===== src/rtl/lemmings_pkg.sv =====
// Shared types and default sizing for the lemmings walker controller.
// LEMMINGS_CTRL_SPLAT_EN adds the SPLAT state to the enum.
package lemmings_pkg;

   localparam int LEM_FALL_LIMIT = 20;
   localparam int LEM_CNT_W      = 5;

   typedef enum logic [2:0] {
      WALK_L = 3'd0,
      WALK_R = 3'd1,
      FALL_L = 3'd2,
      FALL_R = 3'd3,
      DIG_L  = 3'd4,
      DIG_R  = 3'd5
`ifdef LEMMINGS_CTRL_SPLAT_EN
      ,
      SPLAT  = 3'd6
`endif
   } lem_state_t;

   function automatic logic is_fall(input lem_state_t s);
      return (s == FALL_L) || (s == FALL_R);
   endfunction

endpackage


===== src/rtl/lemmings_fall_cnt.sv =====
// Saturating fall-cycle counter; holds zero whenever en is low.
module lemmings_fall_cnt #(
   parameter int CNT_W = 5
) (
   input  logic             clk,
   input  logic             rst,
   input  logic             en,
   output logic [CNT_W-1:0] cnt
);

   always_ff @(posedge clk) begin
      if (rst || !en)
         cnt <= '0;
      else if (cnt != {CNT_W{1'b1}})
         cnt <= cnt + 1'b1;
   end

endmodule


===== src/rtl/lemmings_ctrl.sv =====
// Lemmings walker Moore FSM with registered outputs and fall counter.
// Optional LEMMINGS_CTRL_SPLAT_EN enables the SPLAT state and splat port.
//
// state  | meaning
// WALK_L | walking left
// WALK_R | walking right
// FALL_L | falling, resumes walking left on landing
// FALL_R | falling, resumes walking right on landing
// DIG_L  | digging, facing left
// DIG_R  | digging, facing right
// SPLAT  | dead after an over-long fall, held until reset
module lemmings_ctrl
   import lemmings_pkg::*;
#(
   parameter int FALL_LIMIT = LEM_FALL_LIMIT,
   parameter int CNT_W      = LEM_CNT_W
) (
   input  logic             sys_clk,
   input  logic             sys_rst,
   input  logic             bump_left,
   input  logic             bump_right,
   input  logic             ground,
   input  logic             dig,
   output logic             walk_left,
   output logic             walk_right,
   output logic             aaah,
   output logic             digging,
`ifdef LEMMINGS_CTRL_SPLAT_EN
   output logic             splat,
`endif
   output logic [CNT_W-1:0] fall_cnt
);

   if ((2 ** CNT_W) - 1 < FALL_LIMIT) begin : g_bad_cfg
      $error("lemmings_ctrl: CNT_W too narrow to hold FALL_LIMIT");
   end

   lem_state_t state;
   lem_state_t nxt;
   logic       cnt_en;

`ifdef LEMMINGS_CTRL_SPLAT_EN
   localparam logic [CNT_W-1:0] LIMIT = CNT_W'(FALL_LIMIT);
`endif

   always_comb begin
      nxt = state;
      case (state)
         WALK_L: begin
            if (!ground)        nxt = FALL_L;
            else if (dig)       nxt = DIG_L;
            else if (bump_left) nxt = WALK_R;
         end
         WALK_R: begin
            if (!ground)         nxt = FALL_R;
            else if (dig)        nxt = DIG_R;
            else if (bump_right) nxt = WALK_L;
         end
         DIG_L:  if (!ground) nxt = FALL_L;
         DIG_R:  if (!ground) nxt = FALL_R;
         FALL_L: begin
            if (ground) begin
               nxt = WALK_L;
`ifdef LEMMINGS_CTRL_SPLAT_EN
               if (fall_cnt >= LIMIT) nxt = SPLAT;
`endif
            end
         end
         FALL_R: begin
            if (ground) begin
               nxt = WALK_R;
`ifdef LEMMINGS_CTRL_SPLAT_EN
               if (fall_cnt >= LIMIT) nxt = SPLAT;
`endif
            end
         end
`ifdef LEMMINGS_CTRL_SPLAT_EN
         SPLAT:  nxt = SPLAT;
`endif
         default: nxt = WALK_L;
      endcase
   end

   // Count only while remaining in a fall, so the first fall cycle reads 0
   // and the landing cycle's successor reads 0 again.
   assign cnt_en = is_fall(state) && is_fall(nxt);

   lemmings_fall_cnt #(.CNT_W(CNT_W)) u_fall_cnt (
      .clk (sys_clk),
      .rst (sys_rst),
      .en  (cnt_en),
      .cnt (fall_cnt)
   );

   always_ff @(posedge sys_clk) begin
      if (sys_rst) begin
         state      <= WALK_L;
         walk_left  <= 1'b1;
         walk_right <= 1'b0;
         aaah       <= 1'b0;
         digging    <= 1'b0;
`ifdef LEMMINGS_CTRL_SPLAT_EN
         splat      <= 1'b0;
`endif
      end else begin
         state      <= nxt;
         walk_left  <= (nxt == WALK_L);
         walk_right <= (nxt == WALK_R);
         aaah       <= is_fall(nxt);
         digging    <= (nxt == DIG_L) || (nxt == DIG_R);
`ifdef LEMMINGS_CTRL_SPLAT_EN
         splat      <= (nxt == SPLAT);
`endif
      end
   end

endmodule

===== config.mk =====
export PLATFORM = sky130hd
export DESIGN_NAME = lemmings_ctrl
export DESIGN_NICKNAME = d
export VERILOG_FILES = /design/src/rtl/lemmings_pkg.sv /design/src/rtl/lemmings_fall_cnt.sv /design/src/rtl/lemmings_ctrl.sv
export SDC_FILE = /design/constraint.sdc
export NUM_CORES = 1
export LEC_CHECK = 0
export CAP_MARGIN = 20
export CORE_AREA = 10 10 47 49
export CTS_CLUSTER_SIZE = 8
export DETAILED_ROUTE_END_ITERATION = 7
export DIE_AREA = 0 0 57 59
export PLACE_DENSITY_LB_ADDON = 0.05
export REMOVE_ABC_BUFFERS = 1
export SYNTH_ARGS = -nofsm -noshare
export SYNTH_HDL_FRONTEND = slang
export SYNTH_SLANG_ARGS = --single-unit

===== constraint.sdc =====
create_clock -name sys_clk -period 1.5 [get_ports sys_clk]
set_input_delay 0.3 -clock sys_clk [delete_from_list [all_inputs] [get_ports sys_clk]]
set_output_delay 0.3 -clock sys_clk [all_outputs]
set_load 0.02 [all_outputs]

Word-level counts from Yosys, hierarchy flattened:

Cells that the tools add are included.

* add/sub/neg operators: 1
* eq/ne operators: 11
* muxes and demuxes: 11
* reductions and logical operators: 8

Operators with widths (number)
* $mux 3: 10
* $pmux 3 s6: 1
* $eq 3x2->1 const B: 4
* $eq 3x3->1 const B: 4
* $eq 3x1->1 const B: 2
* $logic_not 3->1: 2
* $add 5x1->5 const B: 1
* $ne 5x5->1 const B: 1
* $logic_or 1x1->1: 4
* $logic_and 1x1->1: 1
* $logic_not 1->1: 1

* bits in registers: 12
* input port bits: 6
* output and inout port bits: 9
* word-level logic and storage cells: 37

Depth between registers and ports, before layout:

* word-level depth: 9
* depth in mapped cells: 6
* mapped depth without buffers: 6

Hierarchy:

From an unflattened synthesis, not the netlist that was laid out.

* cells, all modules: 48
* area, all modules: 483.0 um^2

By module, submodules not included
* lemmings_ctrl: times used 1, cells each 27, area each 265.3 um^2, sequential area each 140.1 um^2
* lemmings_fall_cnt: times used 1, cells each 21, area each 217.7 um^2, sequential area each 100.1 um^2

Least setup slack after synthesis:

Ideal clock, no wire load.

* kind: flip-flop to flip-flop
* start: register u_fall_cnt.cnt[0]
* end: register u_fall_cnt.cnt[3]
* setup time: 114 ps
* arrival: 1399 ps
* required time: 1386 ps
* slack: -13 ps
* cell stages (with the launch flop): 7
* buffers on the path: 0
* period minus slack after synthesis: 1513 ps
* cells stage by stage: dfxtp_1 -> ha_1 -> and3_1 -> ha_1 -> nand4b_1 -> xor2_1 -> nor2_1

* word-level cells in the longest chain between the ends: 1
* elaborated cells on any way between the ends: 2
* classes of those cells: add/sub: 1; eq/ne: 1

Ends and longest elaborated chain
* start: declaration: RTL line lemmings_fall_cnt.sv:8 `output logic [CNT_W-1:0] cnt`
* start signal: assignment: RTL line lemmings_fall_cnt.sv:15 `cnt <= cnt + 1'b1;`
* $add 5x1->5 / $ne 5x5->1 (equally long branches): RTL line lemmings_fall_cnt.sv:15, lemmings_fall_cnt.sv:14

Several ways; a longest one is shown, not always the timed one.
A chain may end at the register's enable or synchronous reset.

Worst setup path after layout:

* start: register aaah
* end: output port aaah

RTL lines
* start: declaration: RTL line lemmings_ctrl.sv:26 `output logic aaah,`
* start signal: assignment: RTL line lemmings_ctrl.sv:109 `aaah <= is_fall(nxt);`

No word-level cell between the ends.

==> results.md <==
* Area Overhead vs Synth at 46.1%
* Setup WS pre-CTS at -195 ps
* GR Util met2 at 12.9%
* CTS tree: done
* Antenna diodes at 0
* Most frequent cells in the layout: dfxtp_1, nor2_1, clkdlybuf4s50_1
* Number of synthesized register bits at 12
* Worst Max-Slew Pin Slew at 295 ps
* Share of post-route cells with drive strength above 1 at 21.0%
* Global placer's final weighted congestion at 0.745
* Sum Neg Setup Slack at 0 ps
* Fin crit share at 97.5%
* Clock skew at 1.77 ps
* Syn Std Cell Area at 475 um^2
* Grt ovf at 0
* Port Buffers at 14
* Status: complete, no violations
* Vias/cell at 5.03
* Leak at 0.307 nW
* Starting density of the core at 33.9%
* Worst hold slack at 535 ps
* Fmax at 684 MHz
* GRT busiest layer: met2
* Die Ht at 59 um
* Row cnt at 14
* Syn Area/Cell at 11.3 um^2
* TritonRoute pass-1 iters at 1
* RSZ-0062 raised after global routing: false
* Library cells used by synthesis at 19
* CP Data Required Time at 1200 ps
* Overall via count from detail_route at 392
* Commonest non-fill, non-tap cell in the layout: dfxtp_1
* First-pass GRT wire length at 1800 um
* Register area share after synthesis at 50.5%
* Clock root buffer: clkbuf_4
* Critical path arrival at 1160 ps
* Maximum VDD drop at 0.332 mV
* Total track usage at 6.76%
* Core area at 1400 um^2
* FF-to-FF Start: u_fall_cnt.cnt[0]
* Initial DRC Count at 0
* Slowest CP cell: clkdlybuf4s50_1
* Slack of the critical path at 37.2 ps
* Syn Inst Count at 42
* R2R Setup Slk at 90 ps
* Final Max Tran Viols at 0
* Slew margin rel. at 80.3%
* Endpoints failing setup at 0
* Worst-path fanout max at 1
* Antenna Violating Nets Remaining at 0
* Cell family with most CP delay: buffers and inverters
* DRC at 0
* Clk Latency, worst-skew pair at 260 ps
* YS warnings at 0
* CTS clock-pin slew for the worst setup and hold paths at 70 ps
* M1 GR Usage at 5.23%
* Number of global-route vias before repair at 435
* Largest net degree at the start of global routing at 8
* Min-delay src: u_fall_cnt.cnt[0]
* Setup Crit Path Kind: register to primary output
* Pwr dens at 852 nW/um^2
* Buffers & Inverters on Critical Path at 1
* CTS buffer count at 3
* Die area at 3360 um^2
* H-tree depth at 1
* Crit-path cells: clkdlybuf4s50_1
* Worst hold path type: register to register
* Crit. End Element: primary output
* Hold Vio Cnt, Final at 0
* Num ports at 15
* CTS sink cnt at 12
* Horiz. Die Dim at 57 um
* DR WL/cell at 13.7 um
* Clock tree buffer depth at 2
* Overall Power at 592 uW
* Final Util at 49.6%
* Final net count at 72
* Crit path launch type: register
* CP max stage delay at 600 ps
* Met3 Usage GRT at 3.00%
* Post-DP HPWL at 900 um
* Minimum clock period after layout at 1460 ps
* DRT Wirelength at 1070 um
* Max Cap Viol at 0
* CP startpoint: aaah
* Initial antenna violation count at 0
[stage by stage]
stage                     instances  cell area [um^2]
after floorplan                  42               475
after global placement           75               658
after detailed placement         75               658
after CTS                        78               676
after global routing             78               694
final                            78               694
[state kept, by name, summed over array words and instances (netlist names)]
name and count:
aaah 1, walk_right 1, state 3, u_fall_cnt.cnt 5, walk_left 1, digging 1
[routing by layer]
layer  wire [um]  share of wire, %
met1         389                36
met2         589                55
met3          81               7.6
met4           5              0.47
met5           0                 0
[power breakdown]
group          switching, mW  total (mW)  internal [mW]
Sequential           0.00875       0.338          0.329
Combinational         0.0305      0.0691         0.0386
Clock                 0.0919       0.184         0.0925
[worst paths after layout]
check | endpoint | cells past startpoint
worst max register to register | u_fall_cnt.cnt[3] | 6
worst min register to register | u_fall_cnt.cnt[0] | 2
worst max-delay path | aaah | 1
worst min-delay path | u_fall_cnt.cnt[0] | 2
[area by class of cell]
| class | count | area, um^2 |
|---|---|---|
| clock buffer | 3 | 22.5 |
| tap | 16 | 20.0 |
| sequential | 12 | 241 |
| fill | 136 | 707 |
| multi-input combinational | 30 | 253 |
| timing repair buffer | 17 | 158 |
[synth_stat cells]
master,instances,area share (%)
nor4b_1,2,3.7
nor2b_1,1,1.3
xnor2_1,1,1.8
a21oi_1,1,1.1
nor4_1,1,1.3
ha_1,2,5.3
nor3_1,1,1.1
a21o_2,1,1.8
o22a_2,1,2.1
and3_1,2,2.6
mux2i_1,2,4.2
or4b_4,1,2.9
nand4b_1,1,1.8
xor2_1,2,3.7
dfxtp_1,12,51
o22ai_1,1,1.3
nor2_1,8,6.3
o32a_1,1,2.1
nor4b_4,1,5.0
[timing repair]
item	CTS	global route
setup endpoints to repair	7	3
setup buffers	0	0
gates resized for setup	7	4
endpoints found under the hold margin	0	0
hold buffers	0	0
[cells by family after synthesis]
group           count (synthesis)  synth area share [%]
simple gates                   18                  26.1
xor+xnor                        3                  5.53
flops                          12                  50.5
mux                             2                  4.21
fa+ha+maj                       2                  5.26
compound gates                  5                  8.42
Power figures use the tool's default switching activity.
